$ cat src/rtl/counter_arbiter_pkg.sv
// Shared types and defaults for the round-robin counter arbiter.
// State encoding is fixed so traces read the same across tools.
package counter_arbiter_pkg;

   localparam int N_DEF = 4;
   localparam int W_DEF = 8;

   typedef enum logic [1:0] {
      IDLE  = 2'b00,
      COUNT = 2'b01,
      DONE  = 2'b10
   } state_t;

endpackage

$ cat src/rtl/counter_arbiter_rr_pick.sv
// Combinational round-robin picker: first set req bit at or after ptr.
// Returns the winner both one-hot and as an index.
module rr_pick
   import counter_arbiter_pkg::*;
#(
   parameter int N  = N_DEF,
   parameter int IW = (N > 1) ? $clog2(N) : 1
) (
   input  logic [N-1:0]  req,
   input  logic [IW-1:0] ptr,
   output logic [N-1:0]  win,
   output logic [IW-1:0] idx
);

   logic          found;
   logic [IW-1:0] j;

   always_comb begin
      win   = '0;
      idx   = '0;
      found = 1'b0;
      j     = '0;
      for (int k = 0; k < N; k++) begin
         j = IW'((int'(ptr) + k) % N);
         if (!found && req[j]) begin
            found  = 1'b1;
            win[j] = 1'b1;
            idx    = j;
         end
      end
   end

endmodule

$ cat src/rtl/counter_arbiter.sv
// Round-robin arbiter granting a shared down-counter to one requester.
// The grant holds until the count expires (done pulse) or is abandoned.
module counter_arbiter
   import counter_arbiter_pkg::*;
#(
   parameter int N = N_DEF,
   parameter int W = W_DEF
) (
   input  logic           clk,
   input  logic           rst,
   input  logic [N-1:0]   req,
   input  logic [N*W-1:0] val,
   output logic [N-1:0]   gnt,
   output logic [N-1:0]   done,
   output logic [W-1:0]   cnt,
   output logic           ready
);

   localparam int IW = (N > 1) ? $clog2(N) : 1;

   state_t        state, state_n;
   logic [N-1:0]  gnt_n, done_n;
   logic [W-1:0]  cnt_n;
   logic [IW-1:0] ptr, ptr_n;
   logic [IW-1:0] g, g_n;
   logic [IW-1:0] g_inc;
   logic [N-1:0]  win;
   logic [IW-1:0] win_idx;
   logic [W-1:0]  vals [N];

   for (genvar i = 0; i < N; i++) begin : g_val
      assign vals[i] = val[i*W +: W];
   end

   rr_pick #(
      .N  (N),
      .IW (IW)
   ) u_pick (
      .req (req),
      .ptr (ptr),
      .win (win),
      .idx (win_idx)
   );

   assign ready = (state == IDLE);
   assign g_inc = (int'(g) == N - 1) ? '0 : g + 1'b1;

   always_ff @(posedge clk) begin
      if (!rst) begin
         state <= IDLE;
         gnt   <= '0;
         done  <= '0;
         cnt   <= '0;
         ptr   <= '0;
         g     <= '0;
      end else begin
         state <= state_n;
         gnt   <= gnt_n;
         done  <= done_n;
         cnt   <= cnt_n;
         ptr   <= ptr_n;
         g     <= g_n;
      end
   end

   always_comb begin
      state_n = state;
      gnt_n   = gnt;
      done_n  = '0;
      cnt_n   = cnt;
      ptr_n   = ptr;
      g_n     = g;
      unique case (state)
         IDLE: begin
            if (|req) begin
               gnt_n   = win;
               g_n     = win_idx;
               cnt_n   = vals[win_idx];
               state_n = COUNT;
            end
         end
         COUNT: begin
            // abandon wins over expiry on the same cycle
            if (!req[g]) begin
               gnt_n   = '0;
               ptr_n   = g_inc;
               state_n = IDLE;
            end else if (cnt == '0) begin
               done_n  = gnt;
               state_n = DONE;
            end else begin
               cnt_n = cnt - 1'b1;
            end
         end
         DONE: begin
            gnt_n   = '0;
            ptr_n   = g_inc;
            state_n = IDLE;
         end
         default: begin
            gnt_n   = '0;
            state_n = IDLE;
         end
      endcase
   end

endmodule

$ cat config.mk
export PLATFORM = sky130hd
export DESIGN_NAME = counter_arbiter
export DESIGN_NICKNAME = d
export VERILOG_FILES = /design/src/rtl/counter_arbiter_pkg.sv /design/src/rtl/counter_arbiter_rr_pick.sv /design/src/rtl/counter_arbiter.sv
export SDC_FILE = /design/constraint.sdc
export NUM_CORES = 1
export LEC_CHECK = 0
export BUFFER_PORTS_ARGS = -buffer_cell sky130_fd_sc_hd__buf_2
export CAP_MARGIN = 20
export CORE_AREA = 2 2 82 84
export CTS_CLUSTER_DIAMETER = 100
export DETAILED_ROUTE_END_ITERATION = 12
export DIE_AREA = 0 0 84 86
export HOLD_SLACK_MARGIN = 0.02
export PLACE_DENSITY_LB_ADDON = 0.08
export RECOVER_POWER = 100
export SYNTH_ARGS = -nofsm -noshare
export SYNTH_HDL_FRONTEND = slang
export SYNTH_HIERARCHICAL = 1
export SYNTH_SLANG_ARGS = --single-unit
$ cat constraint.sdc
create_clock -name clk -period 9.01 [get_ports clk]
set_input_delay 1.802 -clock clk [delete_from_list [all_inputs] [get_ports clk]]
set_output_delay 1.802 -clock clk [all_outputs]
set_load 0.01 [all_outputs]
==> results of run 1 <==
==> cells in the mapped netlist, types with 3 or more instances <==
master | count | area, sq um
dfxtp_1 | 22 | 440
nor2_1 | 17 | 63.8
nand2_1 | 15 | 56.3
mux4_2 | 13 | 293
a21oi_1 | 11 | 55.1
ha_1 | 10 | 125
inv_1 | 10 | 37.5
o21ai_0 | 8 | 40.0
mux2i_1 | 6 | 60.1
clkbuf_1 | 5 | 18.8
o2bb2ai_1 | 5 | 43.8
a211oi_1 | 4 | 30.0
a221oi_1 | 4 | 35.0
and2_1 | 4 | 25.0
nor2b_1 | 4 | 25.0
nor3_1 | 4 | 20.0
or4_1 | 4 | 30.0
a311oi_1 | 3 | 26.3
nand2b_1 | 3 | 18.8
o31a_1 | 3 | 26.3
==> where the power goes <==
part | internal, uW | switching [uW] | total, uW
Clock | 59.3 | 34.0 | 93.3
Sequential | 127 | 44.4 | 171
Combinational | 228 | 261 | 489
Total | 414 | 339 | 753
==> logic make-up after synthesis <==
group	count (synthesis)
buffers and inverters	19
flip-flops	22
multiplexers	20
adder cells (fa/ha/maj)	10
AO/OA/AOI/OAI	58
AND/OR/NAND/NOR	69
==> metal layers <==
metal  GRT usage [%]  vias to the layer above
met1            21.1                      809
li1                -                      873
met3            3.18                        2
met2            21.5                       60
met4            1.76                        0
met5               0                        -
==> area by class of cell <==
class,instances,area (sq um)
timing repair buffer,55,254
fill,676,4080
inverter,10,37.5
tap,77,96.3
clock inverter,1,30.0
clock buffer,3,41.3
multi-input combinational,157,1300
sequential,22,440
==> per-stage QoR <==
stage                     hold WS, ns  utilization (%)
after floorplan                 0.477                -
after global placement          0.469             34.5
after detailed placement        0.474             34.5
after CTS                       0.489             35.7
after global routing            0.506             35.1
final                           0.485             35.1
==> worst max-delay path, delay by kind of cell <==
kind	cells	cell delay [ns]
buffers and inverters	1	0.18
and+or+nand+nor	2	0.82
AOI/OAI and AO/OA	4	1.09
muxes	2	0.98
==> flip-flops by register name, summed over array words and instances, names as in the netlist <==
signal	cells
g	2
gnt	4
done	4
state	2
cnt	8
ptr	2
==> worst max path at each step <==
| stage | slack, ns | from | cells past startpoint | end |
|---|---|---|---|---|
| 2_1_floorplan | 5.01 | req[3] | 8 | cnt[7] |
| 3_3_place_gp | 4.31 | req[3] | 7 | cnt[7] |
| 3_5_place_dp | 4.28 | req[3] | 7 | cnt[7] |
| 4_1_cts | 4.57 | req[3] | 7 | cnt[7] |
| 5_1_grt | 4.09 | req[3] | 9 | cnt[2] |
| 6_report | 4.32 | req[3] | 9 | cnt[2] |
==> results.json, run 1 <==
{
  "status": "complete, but fails checks",
  "failed_checks": "capacitance limit, slew limit",
  "min_path_type": "reg2reg",
  "cts_hold_repair.buffers": 0,
  "htreeDepth": 1,
  "wl_met3_um": 326,
  "rsz0062_at_grt": "no",
  "num_rows": 29,
  "leakage_uw": 0.000847,
  "postCtsSetupBuffers": 0,
  "antenna_found_initial": 0,
  "yosys_register_bits": 22,
  "finalSetupViolations": 0,
  "yosys_warnings": 6,
  "worst_slew_pin_slew_ns": 1.63,
  "mostFrequentLayoutCells": "buf_2, dfxtp_1, clkbuf_1, nor2_1, nand2_1",
  "first_pass_iters": 4,
  "portBuffers": 54,
  "synth-simple-area-share_pct": 21.8,
  "fin_skew_ns": 0.00289,
  "drv_cap": 1,
  "fin_setup_tns_ns": 0,
  "synth-edff-count": 0,
  "cts.sinks": 22,
  "timing.final.ws_setup_ns": 4.32,
  "cp_slowest_cell": "o2bb2ai_1",
  "yosysSeqAreaShare_pct": 23.9,
  "path_cells": "clkbuf_1 -> mux4_2 -> nor2b_1 -> a221oi_1 -> o2bb2ai_1 -> mux4_2 -> a21oi_1 -> or4_1 -> a21oi_1",
  "cts_root_buf": "clkbuf_8",
  "synth_compound_area_share_pct": 23.2,
  "final_cells": 325,
  "r2r_start": "ptr[0]",
  "via_per_inst": 5.37,
  "place_inst": 320,
  "fp.dieArea_sq_um": 7220,
  "hold_viol": 0,
  "wire_per_inst_um": 15.0,
  "powerDensity_nw_per_um2": 342,
  "final_nets": 297,
  "fp.dieW_um": 84,
  "syn_area_per_cell_sq_um": 9.30,
  "worstPathArrival_ns": 4.88,
  "gp_congestion": 0.755,
  "grt_use_total_pct": 14.1,
  "path_max_fanout": 10,
  "wirelength_mm": 4.86,
  "ctsResizeCount": 0,
  "core_area_sq_um": 6280,
  "clk_pin_slew_ns": 0.09,
  "synth_xor_area_share_pct": 0,
  "synth_async_sr_flop_share_pct": 0,
  "finalPower_uw": 753,
  "synth_fa_ha_area_share_pct": 6.80,
  "dpl_cell_area_sq_um": 2170,
  "finalCritPeriodShare_pct": 52.0,
  "fin_area_sq_um": 2200,
  "start_kind": "input pin",
  "min-delay-start": "gnt[3]",
  "n_antenna_cell": 0,
  "whs_endpoint": "gnt[3]",
  "rrSetupSlack_ns": 4.87,
  "critPathCaptureType": "flop",
  "routed.top_layer": "met4",
  "synthMuxAreaShare_pct": 19.8,
  "clock_latency_ns": 0.26,
  "grt_overflow": 0,
  "io_pins": 55,
  "report.final.slew_viol_count": 11,
  "syn_area_sq_um": 1840,
  "r2r_cells": 10,
  "worst_ir_drop_vdd_mv": 0.148,
  "m1WireLength_mm": 2.46,
  "grt_pass1_vias": 1648,
  "drtAntennaViolNets": 0,
  "synth_cell_types": 55,
  "syn-num-nets": 246,
  "num_vias": 1744,
  "area_growth_pct": 19.6,
  "min_period_ns": 4.69,
  "relSlewSlack_pct": -9.59,
  "numCtsBuffers": 3,
  "hold_depth": 2,
  "regToRegEndpoint": "cnt[2]",
  "drive_above_1_share_pct": 24.6,
  "dp_slack_ns": 4.28,
  "dp_hpwl_mm": 3.76,
  "die_h_um": 86,
  "initial_utilization_pct": 29.3,
  "grt_max_degree": 17,
  "grt_first_pass_wirelength_mm": 8.40,
  "drtIter0Drc": 106,
  "drc": 0,
  "cts.path.max_buffers": 2,
  "max_stage_delay_ns": 0.73,
  "synth_top_family_by_area": "compound AO/OA/AOI/OAI gates",
  "crit_required_ns": 9.20,
  "ys.flop_type": "dfxtp_1",
  "criticalPathCategory": "in2reg",
  "synth_cells": 198,
  "met2_length_mm": 2.05,
  "final_common_cell": "buf_2",
  "max_freq_ghz": 0.213,
  "tritoncts": "yes"
}
Power figures use the tool's default switching activity.
==> run 2, diff against run 1 <==
--- a/config.mk
+++ b/config.mk
@@ -5,12 +5,13 @@
 export SDC_FILE = /design/constraint.sdc
 export NUM_CORES = 1
 export LEC_CHECK = 0
+export ABC_AREA = 1
 export BUFFER_PORTS_ARGS = -buffer_cell sky130_fd_sc_hd__buf_2
 export CAP_MARGIN = 20
-export CORE_AREA = 2 2 82 84
+export CORE_AREA = 2 2 85 87
 export CTS_CLUSTER_DIAMETER = 100
 export DETAILED_ROUTE_END_ITERATION = 12
-export DIE_AREA = 0 0 84 86
+export DIE_AREA = 0 0 87 89
 export HOLD_SLACK_MARGIN = 0.02
 export PLACE_DENSITY_LB_ADDON = 0.08
 export RECOVER_POWER = 100
==> constraint.sdc (replaced) <==
create_clock -name clk -period 4.1 [get_ports clk]
set_input_delay 0.82 -clock clk [delete_from_list [all_inputs] [get_ports clk]]
set_output_delay 0.82 -clock clk [all_outputs]
set_load 0.01 [all_outputs]
==> run 2 against run 1 <==
Effect of this change:
- the flow now finishes without violations
- critical endpoint is now cnt[0]
- die area increased by 7.2%
- highest routed layer unchanged
- wire length increased by 13%
- non-clock buffer count did not move
==> results.json, run 2 <==
{
  "fin_skew_ns": 0.00420,
  "grt_max_degree": 19,
  "min_path_type": "reg2reg",
  "worstPathArrival_ns": 3.30,
  "synth_cell_types": 27,
  "cts_root_buf": "clkbuf_8",
  "final_util_pct": 34.3,
  "n_antenna_cell": 0,
  "postCtsSetupBuffers": 0,
  "p_int_uw": 865,
  "max_freq_ghz": 0.323,
  "fin_area_sq_um": 2310,
  "dpl_cell_area_sq_um": 2300,
  "relSlewSlack_pct": 64.3,
  "largest_reg_flops": 8,
  "cp.depth": 16,
  "wirelength_mm": 5.51,
  "htreeDepth": 1,
  "grt_overflow": 0,
  "cts.sinks": 22,
  "worst_ir_drop_vdd_mv": 0.370,
  "yosysMostFrequentCell": "nand2_1",
  "synthTopCellsByArea": "dfxtp_1, nand2_1, nand3_1, nor2_1, ha_1",
  "dp_hpwl_mm": 4.41,
  "worst_slew_pin_slew_ns": 0.534,
  "tritoncts": "yes",
  "ctsResizeCount": 0,
  "core_area_sq_um": 6720,
  "clock_latency_ns": 0.26,
  "clock_power_share_pct": 8.0,
  "mostFrequentLayoutCells": "nand2_1, nor2_1, nand3_1, buf_2, inv_1",
  "area_growth_pct": 16.3,
  "final_common_cell": "nand2_1",
  "grt_pass1_vias": 2096,
  "critPathCaptureType": "flop",
  "power_switching_share_pct": 57.0,
  "synth_top_area_share_pct": 22.2,
  "wire_per_inst_um": 11.9,
  "syn_area_per_cell_sq_um": 5.97,
  "start_kind": "flop",
  "crit_required_ns": 4.31,
  "r2r_cells": 16,
  "fin_setup_tns_ns": 0,
  "clk_pin_slew_ns": 0.09,
  "synth-edff-count": 0,
  "leakage_uw": 0.00117,
  "regArea_sq_um": 440,
  "drtAntennaViolNets": 0,
  "grt_use_total_pct": 15.2,
  "first_pass_iters": 5,
  "finalCritPeriodShare_pct": 75.5,
  "synth_cells": 332,
  "yosys_warnings": 6,
  "yosys_register_bits": 22,
  "cts.path.max_buffers": 2,
  "ys.flop_type": "dfxtp_1",
  "io_pins": 55,
  "hold_depth": 2,
  "status": "completed",
  "synth_async_sr_flop_share_pct": 0,
  "path_max_fanout": 10,
  "regToRegEndpoint": "cnt[0]",
  "n_fill_cell": 767,
  "drv_cap": 0,
  "antenna_found_initial": 0,
  "rsz0062_at_grt": "no",
  "r2r_start": "ptr[1]",
  "combPwrFrac_pct": 73.8,
  "min_period_ns": 3.10,
  "p_seq_share_pct": 18.3,
  "portBuffers": 54,
  "via_per_inst": 4.77,
  "path_cells": "inv_1 -> ha_1 -> inv_1 -> nand3_1 -> nand2_1 -> nor2_1 -> nand3_1 -> nand3_1 -> inv_1 -> nor2_1 -> o21ai_0 -> nand2_1 -> nand2_1 -> nand2_1 -> nor2_1 -> nor2_1",
  "cts_hold_repair.buffers": 0,
  "powerDensity_nw_per_um2": 873,
  "yosysSeqAreaShare_pct": 22.2,
  "final_nets": 432,
  "finalSetupViolations": 0,
  "num_vias": 2207,
  "crit_end": "cnt[0]",
  "cp-startpoint": "ptr[1]",
  "hold_slack_ns": 0.449,
  "synth_commonest_cells": "nand2_1, nor2_1, nand3_1",
  "fp.dieW_um": 87,
  "report.final.slew_viol_count": 0,
  "syn-num-nets": 380,
  "syn_area_sq_um": 1980,
  "hold_viol": 0,
  "die_h_um": 89,
  "largest-register": "cnt",
  "criticalPathCategory": "reg2reg",
  "drc": 0,
  "drtIter0Drc": 109,
  "drive_above_1_share_pct": 17.0,
  "cp_slowest_cell": "dfxtp_1",
  "num_rows": 30,
  "fp.dieArea_sq_um": 7740,
  "critical_path_buf_inv_count": 3,
  "reg_top3": "cnt x8, done x4, gnt x4",
  "place_inst": 459,
  "initial_utilization_pct": 29.5,
  "crit_family": "simple AND/OR/NAND/NOR gates",
  "max_stage_delay_ns": 0.51,
  "p_switching_uw": 1150,
  "grt_first_pass_wirelength_mm": 9.47,
  "gp_congestion": 0.846,
  "numCtsBuffers": 3,
  "rrSetupSlack_ns": 1.00,
  "multi_input_area_sq_um": 1310,
  "final_cells": 463,
  "yosysTopAreaCell": "dfxtp_1"
}
[run 2: cell types whose count changed in the layout (fill, tap and decap cells not counted), moves of 5 or more]
cell / previous run / this run
nand2_1: 15 / 94
nand3_1: 2 / 50
nor2_1: 17 / 54
inv_1: 10 / 33
mux4_2: 13 / 0
mux2i_1: 6 / 0
nand2_2: 0 / 6
o21ai_0: 8 / 14
a221oi_1: 5 / 0
nor2b_1: 5 / 0
o2bb2ai_1: 5 / 0
[run 2: cell families after synthesis]
family          after synthesis  share of synthesized area (%)
compound gates               32                           8.58
xor+xnor                      1                          0.442
fa+ha+maj                    10                           6.31
buf+inv                      46                           10.3
flops                        22                           22.2
simple gates                221                           52.1
[run 2: area by class of cell]
class	count	share of cell area, %
inverters	38	6.40
multi-input cells	264	56.6
well taps	80	4.34
clock buffers	4	2.39
repair buffers	55	11.1
flip-flops and latches	22	19.1
[run 2: layer usage]
| layer | vias to the layer above | track usage [%] | part of all wire (%) |
|---|---|---|---|
| met5 | - | 0 | 0 |
| met4 | 0 | 4.12 | 2.0 |
| met3 | 6 | 3.14 | 5.7 |
| met2 | 68 | 26.8 | 49 |
| met1 | 975 | 18.8 | 44 |
| li1 | 1158 | - | - |
[run 2: stage by stage]
| stage | worst slack [ns] | power (uW) |
|---|---|---|
| floorplan | 1.73 | 1600 |
| global route | 0.566 | 2300 |
| detailed placement | 1.26 | 1920 |
| finish | 1.00 | 2010 |
| global placement | 1.27 | 1930 |
| CTS | 1.24 | 2090 |
[run 2: how the worst min path moves through the flow]
stage,start,endpoint,slack (ns)
after floorplan,state[1],state[1],0.46
after global placement,gnt[3],done[3],0.44
after detailed placement,gnt[3],done[3],0.44
after CTS,gnt[3],done[3],0.45
after global routing,gnt[0],done[0],0.49
final,gnt[3],done[3],0.45
[run 2: power by group through the flow]
| stage | Sequential [uW] | Combinational (uW) | Clock [uW] |
|---|---|---|---|
| final | 368 | 1480 | 160 |
| after floorplan | 367 | 1230 | 0 |
| after CTS | 367 | 1560 | 168 |
| after detailed placement | 371 | 1550 | 0 |
| after global routing | 380 | 1740 | 176 |
| after global placement | 375 | 1560 | 0 |
[run 2: worst reg2reg max path, delay by kind of cell, from the launching register on]
family / cells / cell delay [ns]
flops: 1 / 0.51
simple gates: 11 / 1.50
buf+inv: 3 / 0.56
compound gates: 1 / 0.08
fa+ha+maj: 1 / 0.38
==> run 3, diff against run 2 <==
==> constraint.sdc (replaced) <==
create_clock -name clk -period 3.1 [get_ports clk]
set_input_delay 0.62 -clock clk [delete_from_list [all_inputs] [get_ports clk]]
set_output_delay 0.62 -clock clk [all_outputs]
set_load 0.01 [all_outputs]
==> run 3 against run 2 <==
Effect of this change:
- global-route usage decreased by 0.61 points
- clock skew grew 0.0012 ns
- largest cell class unchanged
- setup slack worse by 0.54 ns
- highest routed layer unchanged
- sequential cell count stayed put
- worst hold slack got worse by 0.0021 ns
- final cell count increased by 0.65%
==> results.json, run 3 (same netlist as run 2, synthesis figures left out) <==
{
  "status": "completed",
  "cts_hold_repair.buffers": 0,
  "num_vias": 2165,
  "hold_viol": 0,
  "final_cells": 466,
  "relSlewSlack_pct": 63.9,
  "wirelength_mm": 5.64,
  "tritoncts": "yes",
  "worst_slew_pin_slew_ns": 0.542,
  "criticalPathCategory": "reg2reg",
  "clock_latency_ns": 0.27,
  "first_pass_iters": 5,
  "finalCritPeriodShare_pct": 85.2,
  "largest_reg_flops": 8,
  "dp_hpwl_mm": 4.39,
  "numCtsBuffers": 3,
  "n_antenna_cell": 0,
  "critPathCaptureType": "flop",
  "hold_depth": 2,
  "drive_above_1_share_pct": 17.9,
  "crit_required_ns": 3.31,
  "reg_top3": "cnt x8, done x4, gnt x4",
  "fin_skew_ns": 0.00541,
  "n_fill_cell": 776,
  "rsz0062_at_grt": "no",
  "core_area_sq_um": 6720,
  "io_pins": 55,
  "timing.final.ws_setup_ns": 0.458,
  "powerDensity_nw_per_um2": 1190,
  "grt_use_total_pct": 14.6,
  "dp_slack_ns": 0.566,
  "finalSetupViolations": 0,
  "place_inst": 462,
  "largest-register": "cnt",
  "initial_utilization_pct": 29.5,
  "worst_ir_drop_vdd_mv": 0.375,
  "portBuffers": 54,
  "start_kind": "flop",
  "ctsResizeCount": 0,
  "wire_per_inst_um": 12.1,
  "report.final.slew_viol_count": 0,
  "cts.path.max_buffers": 2,
  "min_path_type": "reg2reg",
  "drc": 0,
  "fp.dieArea_sq_um": 7740,
  "regArea_sq_um": 440,
  "fin_setup_tns_ns": 0,
  "final_nets": 435,
  "final_util_pct": 35.1,
  "grt_first_pass_wirelength_mm": 9.06,
  "drtIter0Drc": 164,
  "fin_area_sq_um": 2360,
  "leakage_uw": 0.00120,
  "postCtsSetupBuffers": 0,
  "mostFrequentLayoutCells": "nand2_1, nor2_1, nand3_1, buf_2, inv_1",
  "grt_max_degree": 17,
  "final_common_cell": "nand2_1",
  "dpl_cell_area_sq_um": 2330,
  "min_period_ns": 2.64,
  "path_max_fanout": 16,
  "cts.sinks": 22,
  "grt_overflow": 0,
  "via_per_inst": 4.65,
  "cts_root_buf": "clkbuf_8",
  "htreeDepth": 1,
  "grt_pass1_vias": 1948,
  "die_h_um": 89,
  "gp_congestion": 0.818,
  "area_growth_pct": 18.9,
  "antenna_found_initial": 0,
  "fp.dieW_um": 87,
  "rrSetupSlack_ns": 0.46,
  "num_rows": 30,
  "r2r_cells": 18,
  "clk_pin_slew_ns": 0.09,
  "worstPathArrival_ns": 2.85,
  "multi_input_area_sq_um": 1320,
  "drv_cap": 0,
  "drtAntennaViolNets": 0,
  "max_freq_ghz": 0.378
}
[run 3: cell count changes in the layout (fill, tap and decap cells not counted)]
| cell | previous run | this run |
|---|---|---|
| buf_4 | 1 | 3 |
| bufinv_16 | 0 | 1 |
| clkbuf_2 | 0 | 1 |
| clkbuf_8 | 4 | 3 |
| nand2_1 | 94 | 93 |
| nand2_2 | 6 | 7 |
| nor2_2 | 2 | 1 |
| nor2_8 | 0 | 1 |
[run 3: worst paths after layout]
kind          start      end
max          ptr[0]   cnt[4]
min          gnt[2]  done[2]
max reg2reg  ptr[0]   cnt[4]
min reg2reg  gnt[2]  done[2]
[run 3: cell type report]
type | instances | share of cell area [%]
multi-input cells | 264 | 56.1
repair buffers | 58 | 11.7
well taps | 80 | 4.24
clock buffers | 3 | 1.75
clock inverters | 1 | 1.27
inverters | 38 | 6.26
flip-flops and latches | 22 | 18.7
[run 3: through the flow]
stage	power, uW	hold WS (ns)
after floorplan	2110	0.459
after global placement	2610	0.442
after detailed placement	2590	0.432
after CTS	2880	0.447
after global routing	3130	0.484
final	2800	0.447
[run 3: layer usage]
metal	part of all wire (%)	wire [um]	track usage [%]
met5	0	0	0
met4	0.20	11	1.28
met3	4.9	274	2.68
met2	48	2720	26.4
met1	47	2630	18.7
[run 3: worst max-delay path: stages (launching register included)]
cell	delay, ns
dfxtp_1	0.42
inv_6	0.08
ha_1	0.36
inv_1	0.14
nand3_1	0.10
nand2_1	0.11
nand3_1	0.07
nor2_1	0.13
nor2_1	0.06
nor2_1	0.20
clkbuf_2	0.33
nor2_1	0.09
nor2_1	0.08
o21ai_0	0.08
nand2_1	0.08
nand2_1	0.06
nand2_1	0.06
nor2_1	0.04
nor2_1	0.09
[run 3: power by group]
part | switching (uW) | internal, uW
Sequential | 90.6 | 373
Combinational | 1360 | 695
Clock | 103 | 173
Total | 1560 | 1240
